## src/rtl/mem_port_arbiter_if.sv

```systemverilog
// mem_port_arbiter_if: one requester's request/grant/read-return bundle.
interface mem_port_arbiter_if;
   logic        req;
   logic [3:0]  we;
   logic [31:0] addr;
   logic [31:0] wdata;
   logic        gnt;
   logic        rvalid;
   logic [31:0] rdata;
   logic        err;
   modport master (output req, we, addr, wdata, input gnt, rvalid, rdata, err);
   modport slave (input req, we, addr, wdata, output gnt, rvalid, rdata, err);
endinterface

```

## src/rtl/mem_port_arbiter.sv

```systemverilog
// mem_port_arbiter: bounded-burst two-requester arbiter for BRAM port B with 1-cycle read return and range check.
module mem_port_arbiter #(
   parameter int ADDR_W = 10,
   parameter int DEPTH = 1024,
   parameter int MAX_BURST = 4
) (
   input  logic              clk,
   input  logic              reset,
   mem_port_arbiter_if.slave m0,
   mem_port_arbiter_if.slave m1,
   output logic              mem_en,
   output logic [3:0]        mem_we,
   output logic [ADDR_W-1:0] mem_addr,
   output logic [31:0]       mem_din,
   input  logic [31:0]       mem_dout
);
   localparam logic [3:0] MAXC = 4'(MAX_BURST);
   logic        owner;
   logic [3:0]  burst_cnt;
   logic        any;
   logic        sel;
   logic        oor;
   logic [3:0]  we;
   logic [31:0] addr;
   logic [31:0] wdata;
   logic        rd_v;
   logic        err_v;
   logic        tag_id;
   logic        tag_err;
   always_comb begin
      any = !reset && (m0.req || m1.req);
      sel = (m0.req && m1.req) ? ((burst_cnt == MAXC) ? !owner : owner) : m1.req;
      we = sel ? m1.we : m0.we;
      addr = sel ? m1.addr : m0.addr;
      wdata = sel ? m1.wdata : m0.wdata;
      // word address >= DEPTH, compared on the byte address so the low bits need no slicing
      oor = {2'b00, addr} >= (34'(DEPTH) << 2);
      m0.gnt = any && !sel;
      m1.gnt = any && sel;
      mem_en = any && !oor;
      mem_we = mem_en ? we : 4'b0000;
      mem_addr = any ? addr[ADDR_W+1:2] : '0;
      mem_din = any ? wdata : '0;
      m0.rvalid = !reset && rd_v && !tag_id;
      m1.rvalid = !reset && rd_v && tag_id;
      m0.rdata = (m0.rvalid && !tag_err) ? mem_dout : '0;
      m1.rdata = (m1.rvalid && !tag_err) ? mem_dout : '0;
      m0.err = !reset && err_v && !tag_id;
      m1.err = !reset && err_v && tag_id;
   end
   always_ff @(posedge clk) begin
      if (reset) begin
         owner <= 1'b0;
         burst_cnt <= 4'd0;
         rd_v <= 1'b0;
         err_v <= 1'b0;
         tag_id <= 1'b0;
         tag_err <= 1'b0;
      end else begin
         rd_v <= any && we == 4'b0000;
         err_v <= any && oor;
         tag_id <= sel;
         tag_err <= oor;
         if (any) begin
            if (sel == owner) begin
               burst_cnt <= (burst_cnt == MAXC) ? burst_cnt : burst_cnt + 4'd1;
            end else begin
               owner <= sel;
               burst_cnt <= 4'd1;
            end
         end
      end
   end
endmodule

```

## src/flat_wrapper.sv

```systemverilog
// flat-port wrapper written by rule: the top's interface ports become plain ports
module mem_port_arbiter_flat 
#(
   parameter int ADDR_W = 10,
   parameter int DEPTH = 1024,
   parameter int MAX_BURST = 4
)
  (clk, reset, mem_en, mem_we, mem_addr, mem_din, mem_dout, m0_req, m0_we, m0_addr, m0_wdata, m0_gnt, m0_rvalid, m0_rdata, m0_err, m1_req, m1_we, m1_addr, m1_wdata, m1_gnt, m1_rvalid, m1_rdata, m1_err);
  mem_port_arbiter_if m0_i ();
  mem_port_arbiter_if m1_i ();
  input  logic clk;
  input  logic reset;
  output logic mem_en;
  output logic [3:0] mem_we;
  output logic [ADDR_W-1:0] mem_addr;
  output logic [31:0] mem_din;
  input  logic [31:0] mem_dout;
  input wire logic [$bits(m0_i.req)-1:0] m0_req;
  input wire logic [$bits(m0_i.we)-1:0] m0_we;
  input wire logic [$bits(m0_i.addr)-1:0] m0_addr;
  input wire logic [$bits(m0_i.wdata)-1:0] m0_wdata;
  output wire logic [$bits(m0_i.gnt)-1:0] m0_gnt;
  output wire logic [$bits(m0_i.rvalid)-1:0] m0_rvalid;
  output wire logic [$bits(m0_i.rdata)-1:0] m0_rdata;
  output wire logic [$bits(m0_i.err)-1:0] m0_err;
  input wire logic [$bits(m1_i.req)-1:0] m1_req;
  input wire logic [$bits(m1_i.we)-1:0] m1_we;
  input wire logic [$bits(m1_i.addr)-1:0] m1_addr;
  input wire logic [$bits(m1_i.wdata)-1:0] m1_wdata;
  output wire logic [$bits(m1_i.gnt)-1:0] m1_gnt;
  output wire logic [$bits(m1_i.rvalid)-1:0] m1_rvalid;
  output wire logic [$bits(m1_i.rdata)-1:0] m1_rdata;
  output wire logic [$bits(m1_i.err)-1:0] m1_err;
  assign m0_i.req = m0_req;
  assign m0_i.we = m0_we;
  assign m0_i.addr = m0_addr;
  assign m0_i.wdata = m0_wdata;
  assign m0_gnt = m0_i.gnt;
  assign m0_rvalid = m0_i.rvalid;
  assign m0_rdata = m0_i.rdata;
  assign m0_err = m0_i.err;
  assign m1_i.req = m1_req;
  assign m1_i.we = m1_we;
  assign m1_i.addr = m1_addr;
  assign m1_i.wdata = m1_wdata;
  assign m1_gnt = m1_i.gnt;
  assign m1_rvalid = m1_i.rvalid;
  assign m1_rdata = m1_i.rdata;
  assign m1_err = m1_i.err;
  mem_port_arbiter #(.ADDR_W(ADDR_W), .DEPTH(DEPTH), .MAX_BURST(MAX_BURST)) u_core (.clk(clk), .reset(reset), .m0(m0_i), .m1(m1_i), .mem_en(mem_en), .mem_we(mem_we), .mem_addr(mem_addr), .mem_din(mem_din), .mem_dout(mem_dout));
endmodule
```

## config.mk

```make
export PLATFORM = sky130hd
export DESIGN_NAME = mem_port_arbiter_flat
export DESIGN_NICKNAME = d
export VERILOG_FILES = /design/src/rtl/mem_port_arbiter_if.sv /design/src/rtl/mem_port_arbiter.sv /design/src/flat_wrapper.sv
export SDC_FILE = /design/constraint.sdc
export NUM_CORES = 1
export LEC_CHECK = 0
export BUFFER_PORTS_ARGS = -buffer_cell sky130_fd_sc_hd__buf_2
export CORE_AREA = 10 10 105 107
export DETAILED_ROUTE_END_ITERATION = 8
export DIE_AREA = 0 0 115 117
export PLACE_DENSITY = 0.61
export SLEW_MARGIN = 5
export SYNTH_ARGS = -nofsm -noshare
export SYNTH_HDL_FRONTEND = slang
export SYNTH_SLANG_ARGS = --single-unit
```

## constraint.sdc

```tcl
create_clock -name clk -period 1.7 [get_ports clk]
set_input_delay 0.085 -clock clk [delete_from_list [all_inputs] [get_ports clk]]
set_output_delay 0.085 -clock clk [all_outputs]
set_load 0.01 [all_outputs]
```

# Word level (Yosys, flattened, before mapping)
# Index checks and enable logic that the tools add are counted.
# W data, S select, Z words.
totals:
  register_bits: 9
  out_inout_bits: 117
  word_cells: 49
  in_bits: 172
classes:
  n_lt_le_gt_ge: 1
  add_sub_neg: 1
  bitwise: 1
  n_mux: 12
  n_reduce_logical: 25
  n_eq_ne: 3
op_table:
  columns: ["op", "n"]
  rows:
  - ["$mux W32", 5]
  - ["$ge A32 B13 Y1 const B", 1]
  - ["$mux W4", 4]
  - ["$logic_and A1 B1 Y1", 15]
  - ["$mux W10", 1]
  - ["$logic_not A1 Y1", 6]
  - ["$add A4 B1 Y4 const B", 1]
  - ["$eq A4 B3 Y1 const B", 1]
  - ["$logic_not A4 Y1", 1]
  - ["$reduce_and A2 Y1", 2]
  - ["$mux W1", 2]
  - ["$ne A2 B2 Y1 const B", 1]
  - ["$eq A1 B1 Y1", 1]
  - ["$logic_or A1 B1 Y1", 1]
  - ["$not A1 Y1", 1]

# Depth between registers and ports, before layout
depth:
  ltp_word: 8
  ltp_mapped: 9
  depth_no_buf: 7

# Worst setup path before layout
# Ideal clock, no wire load.
synth_timing:
  path_kind: "reg2out"
  start: "register u_core.burst_cnt[0]"
  end: "output mem_din[22]"
  n_path_buf: 2
  slack_ns: 0.018
  stages_incl_launch_ff: 10
  required_time_ns: 1.615
  arrival_time_ns: 1.597
  path_cell_list: "dfxtp_1 -> inv_1 -> ha_1 -> nand3b_1 -> and2_4 -> o21ai_2 -> nor2b_4 -> buf_6 -> buf_6 -> a22o_1"
synth_between:
  elab_chain_cells: 5
synth_lines:
  columns: ["element", "line_no", "rtl"]
  rows:
  - ["from (decl)", "mem_port_arbiter.sv:19", "logic [3:0] burst_cnt;"]
  - ["from (signal assigned)", "mem_port_arbiter.sv:66", "burst_cnt <= (burst_cnt == MAXC) ? burst_cnt : burst_cnt + 4'd1;"]
  - ["$eq A4 B3 Y1", "mem_port_arbiter.sv:32", "sel = (m0.req && m1.req) ? ((burst_cnt == MAXC) ? !owner : owner) : m1.req;"]
  - ["$mux W1 (2 in a row)", "mem_port_arbiter.sv:32", null]
  - ["$mux W32", "mem_port_arbiter.sv:35", "wdata = sel ? m1.wdata : m0.wdata;"]
  - ["$mux W32", "mem_port_arbiter.sv:43", "mem_din = any ? wdata : '0;"]
  - ["to (decl)", "flat_wrapper.sv:16", "output logic [31:0] mem_din;"]
# Every way passes these cells.

# Final worst setup path
layout_timing:
  start: "register u_core.burst_cnt[0]"
  end: "output mem_we[2]"
layout_between:
  elab_chain_cells: 8
  elab_cells_between_ends: 9
layout_lines:
  columns: ["element", "line_no", "rtl"]
  rows:
  - ["$eq A4 B3 Y1 *", "mem_port_arbiter.sv:32", null]
  - ["$mux W1 * (2 in a row)", "mem_port_arbiter.sv:32", null]
  - ["$mux W32", "mem_port_arbiter.sv:34", "addr = sel ? m1.addr : m0.addr;"]
  - ["$ge A32 B13 Y1", "mem_port_arbiter.sv:37", "oor = {2'b00, addr} >= (34'(DEPTH) << 2);"]
  - ["$logic_not A1 Y1", "mem_port_arbiter.sv:40", "mem_en = any && !oor;"]
  - ["$logic_and A1 B1 Y1", "mem_port_arbiter.sv:40", null]
  - ["$mux W4 *", "mem_port_arbiter.sv:41", "mem_we = mem_en ? we : 4'b0000;"]
  - ["to (decl)", "flat_wrapper.sv:14", "output logic [3:0] mem_we;"]
# Every way passes the cells marked *; elsewhere a longest branch is shown, timed or not.

==> report_table.html <==
<table>
<tr><th>Metric</th><th>Value</th></tr>
<tr><th colspan="2">Timing</th></tr>
<tr><td>Worst max-slew margin expressed relative to the limit</td><td>68.3%</td></tr>
<tr><td>Number of max-slew violations in the final report</td><td>0</td></tr>
<tr><td>Setup repair after global routing missed its margin</td><td>yes</td></tr>
<tr><td>Worst Tran Pin Value</td><td>0.471 ns</td></tr>
<tr><td>TNS Setup</td><td>-15.49 ns</td></tr>
<tr><td>Highest clock frequency the design can meet</td><td>0.487 GHz</td></tr>
<tr><td>Final setup vio count</td><td>52</td></tr>
<tr><td>Crit share post-route</td><td>121%</td></tr>
<tr><td>Total count of hold-check failures in the final report</td><td>0</td></tr>
<tr><td>Final setup margin</td><td>-0.354 ns</td></tr>
<tr><td>Post-Route Hold Slack</td><td>0.243 ns</td></tr>
<tr><td>Post-layout min period</td><td>2.05 ns</td></tr>
<tr><td>Clock skew</td><td>0.00642 ns</td></tr>
<tr><th colspan="2">Routing</th></tr>
<tr><td>Number of violations reported at the end of detailed-routing iteration 0</td><td>75</td></tr>
<tr><td>TritonRoute pass-1 iters</td><td>4</td></tr>
<tr><td>Drc violations</td><td>0</td></tr>
<tr><td>Via count normalized by instance count</td><td>4.53</td></tr>
<tr><td>Total length of routed wires</td><td>10.5 mm</td></tr>
<tr><td>Post-route antenna net violation count</td><td>0</td></tr>
<tr><td>Vias</td><td>2842</td></tr>
<tr><td>Wirelength per Cell</td><td>16.7 µm</td></tr>
<tr><th colspan="2">Clock network</th></tr>
<tr><td>Clock buffers created by TritonCTS</td><td>3</td></tr>
<tr><td>Number of buffers between clock root and the deepest sink</td><td>2</td></tr>
<tr><td>H-Tree Depth</td><td>1</td></tr>
<tr><td>Skew-Pair Late Insertion Delay</td><td>0.23 ns</td></tr>
<tr><td>Post-CTS Hold Buffers</td><td>0</td></tr>
<tr><td>Clock tree from TritonCTS</td><td>built</td></tr>
<tr><td>Root cell of the clock tree</td><td>clkbuf_8</td></tr>
<tr><td>Post-CTS clock slew at the launch and capture registers of the worst setup and hold paths</td><td>0.05 ns</td></tr>
<tr><td>Clock Sink Count</td><td>9</td></tr>
<tr><th colspan="2">Final layout</th></tr>
<tr><td>Relative area change from synthesis to final layout</td><td>117%</td></tr>
<tr><td>Finished Cell Area</td><td>3520 µm²</td></tr>
<tr><td>ANT cells</td><td>0</td></tr>
<tr><td>Number of non-filler instances in the completed layout</td><td>628</td></tr>
<tr><td>Filler cells</td><td>952</td></tr>
<tr><td>Post-layout net count</td><td>692</td></tr>
<tr><td>Proportion of layout cells with a drive suffix above 1</td><td>64.8%</td></tr>
<tr><th colspan="2">Worst hold path</th></tr>
<tr><td>Hold path cells</td><td>2</td></tr>
<tr><td>Hold path start</td><td>reset</td></tr>
<tr><td>Endpoint of the worst hold-timing path</td><td>u_core.owner</td></tr>
<tr><td>Classification of the worst-slack hold path</td><td>primary input to register</td></tr>
<tr><th colspan="2">Critical path</th></tr>
<tr><td>Critical path origin</td><td>u_core.burst_cnt[0]</td></tr>
<tr><td>Worst setup SP type</td><td>register</td></tr>
<tr><td>Critical path data required time</td><td>1.62 ns</td></tr>
<tr><td>Cells on worst reg2reg path</td><td>9</td></tr>
<tr><td>Endpoint arrival time on the critical path</td><td>1.97 ns</td></tr>
<tr><td>Kind of end point of the critical path</td><td>primary output</td></tr>
<tr><td>Critical Path Fanout Max</td><td>7</td></tr>
<tr><td>Slack of the worst reg-to-reg path</td><td>-0.09 ns</td></tr>
<tr><td>Crit Reg-Reg Endpoint</td><td>u_core.rd_v</td></tr>
<tr><td>Type of the worst setup path</td><td>register to primary output</td></tr>
<tr><td>Launching point of the worst reg2reg path</td><td>u_core.burst_cnt[0]</td></tr>
<tr><th colspan="2">Synthesis</th></tr>
<tr><td>Seq/Total Area, Yosys</td><td>11.1%</td></tr>
<tr><td>Area of the mapped netlist</td><td>1620 µm²</td></tr>
<tr><td>Synth Net Count</td><td>395</td></tr>
<tr><td>Cell type with the largest total area after synthesis</td><td>and2_1</td></tr>
<tr><td>Post-Syn Area per Cell</td><td>7.33 µm²</td></tr>
<tr><td>Library cells used by synthesis</td><td>34</td></tr>
<tr><td>Main synth FF type</td><td>dfxtp_1</td></tr>
<tr><td>Yosys reg bits</td><td>9</td></tr>
<tr><td>Top cell type's share of synthesized area</td><td>24.7%</td></tr>
<tr><td>Synthesized netlist cell count</td><td>221</td></tr>
<tr><td>Top cells by area, synth</td><td>and2_1 (25%), a22o_1 (17%), dfxtp_1 (11%)</td></tr>
<tr><td>Fraction of registers with async set/reset</td><td>0%</td></tr>
<tr><td>Number of enable-type register cells in the synthesized netlist</td><td>0</td></tr>
<tr><td>Syn. warnings</td><td>0</td></tr>
<tr><th colspan="2">Floorplanning</th></tr>
<tr><td>Starting utilization of the core area</td><td>17.9%</td></tr>
<tr><td>Floorplan die area</td><td>13500 µm²</td></tr>
<tr><td>Placeable core region</td><td>9020 µm²</td></tr>
<tr><td>Height of the chip</td><td>117 µm</td></tr>
<tr><td>Cell Rows</td><td>35</td></tr>
<tr><td>Ports</td><td>289</td></tr>
<tr><td>Die Wd</td><td>115 µm</td></tr>
<tr><th colspan="2">Global route</th></tr>
<tr><td>Via count of the first global-routing pass</td><td>3049</td></tr>
<tr><td>Overflow left after global routing</td><td>0</td></tr>
<tr><td>Global-route wire length before repair</td><td>14.9 mm</td></tr>
<tr><td>Overall track demand over capacity in global routing</td><td>13.4%</td></tr>
<tr><td>Largest net degree at the start of global routing</td><td>33</td></tr>
<tr><td>Antenna violations before repair</td><td>0</td></tr>
<tr><th colspan="2">Pwr</th></tr>
<tr><td>Worst voltage drop across the vdd grid</td><td>0.188 mV</td></tr>
<tr><td>Power density normalized to cell area</td><td>315 nW/µm²</td></tr>
<tr><td>Leakage power of the design</td><td>2.12 nW</td></tr>
<tr><th colspan="2">Status</th></tr>
<tr><td>Violated checks</td><td>setup timing</td></tr>
<tr><td>Status</td><td>finished with violations</td></tr>
<tr><th colspan="2">Place</th></tr>
<tr><td>Placement-stage cell area</td><td>3230 µm²</td></tr>
<tr><td>Port bufs</td><td>284</td></tr>
<tr><td>Routability congestion estimate</td><td>0.845</td></tr>
<tr><td>Total instance count after detailed placement</td><td>615</td></tr>
<tr><td>Half-perimeter wire length of the detailed placement result</td><td>8.91 mm</td></tr>
<tr><th colspan="2">Flow run</th></tr>
<tr><td>Count of max-cap constraint violations</td><td>0</td></tr>
</table>
==> Yosys cell counts (5+ instances only) <==
cell      count
nor3_1        6
and2_1       64
nor2_1       22
a21oi_1       5
a22o_1       31
mux2i_1      14
nor4_1       10
nand2_1       5
buf_6         6
dfxtp_1       9
clkbuf_1      9
==> power by group <==
part           switching, mW  internal, mW
logic                  0.279         0.354
clock network         0.0801         0.163
registers            0.00759         0.222
total                  0.367         0.739
==> timing repair <==
action,in CTS,in global routing
cloned,2,1
buffers inserted,8,2
setup endpoints to repair,52,85
gates resized for setup,24,17
pin swaps,12,19
==> stage by stage <==
| stage | utilization (%) | worst slack, ns | total power, mW |
|---|---|---|---|
| floorplan | - | 0.0180 | 0.469 |
| global placement | 35.8 | -0.194 | 0.783 |
| detailed placement | 35.8 | -0.223 | 0.792 |
| CTS | 38.5 | -0.382 | 1.10 |
| global route | 39.0 | -0.464 | 1.18 |
| finish | 39.0 | -0.354 | 1.11 |
==> cells by family after synthesis <==
logic type / after synthesis / share of synthesized area [%]
AO/OA/AOI/OAI: 46 / 23.6
adder cells (fa/ha/maj): 2 / 1.55
buffers and inverters: 21 / 7.88
flip-flops: 9 / 11.1
multiplexers: 14 / 8.66
AND/OR/NAND/NOR: 129 / 47.1
==> layout by cell type, fill, tap and decap left out, types with 2 or more instances in the layout <==
master and instances:
buf_4 14, inv_2 2, nand3_1 2, nor3b_1 2, nand2_1 5, dfxtp_1 7
buf_6 12, dfxtp_2 2, or4_1 2, buf_2 280, nor4_1 10, mux2i_1 11
a22o_1 31, and2_1 64, a32oi_1 3, a21oi_1 3, nor2b_1 3, clkbuf_8 3
buf_12 3, nand2b_1 2, nor2_1 21, nand3b_1 2, and3b_1 3, nor3_2 2
mux2i_4 2, nor3_1 4
==> metal layers <==
metal,routed length (µm),share of wire [%],track usage [%]
met5,0,0,0
met4,123,1.2,2.15
met3,1240,12,6.17
met2,5640,54,26.7
met1,3490,33,12.2
==> sequential cells by signal (all words and copies together) (netlist names) <==
signal and cells:
u_core.tag_err 1, u_core.tag_id 1, u_core.rd_v 1, u_core.err_v 1, u_core.owner 1, u_core.burst_cnt 4
==> layout make-up <==
class                      count  area [µm²]  share of cell area (%)
clock buffer                   4        45.0                    1.28
sequential                     9         183                    5.19
timing repair buffer         310        1730                    49.1
multi-input combinational    191        1410                    40.2
tap                          111         139                    3.95
inverter                       3        11.3                   0.320
==> how the worst max path moves through the flow <==
stage	endpoint	slack, ns
finish	mem_we[2]	-0.35
detailed placement	mem_din[1]	-0.22
CTS	mem_din[1]	-0.38
floorplan	mem_din[22]	0.02
global route	mem_addr[5]	-0.46
global placement	mem_din[1]	-0.19
==> worst max-delay path, stage by stage (launching register included) <==
cell      delay [ns]
dfxtp_2         0.32
inv_2           0.07
ha_4            0.14
nand3b_1        0.13
and2_4          0.21
o21ai_4         0.18
buf_6           0.15
buf_12          0.13
mux2i_4         0.21
nor3_2          0.05
buf_2           0.14
(Power assumes the default switching activity.)
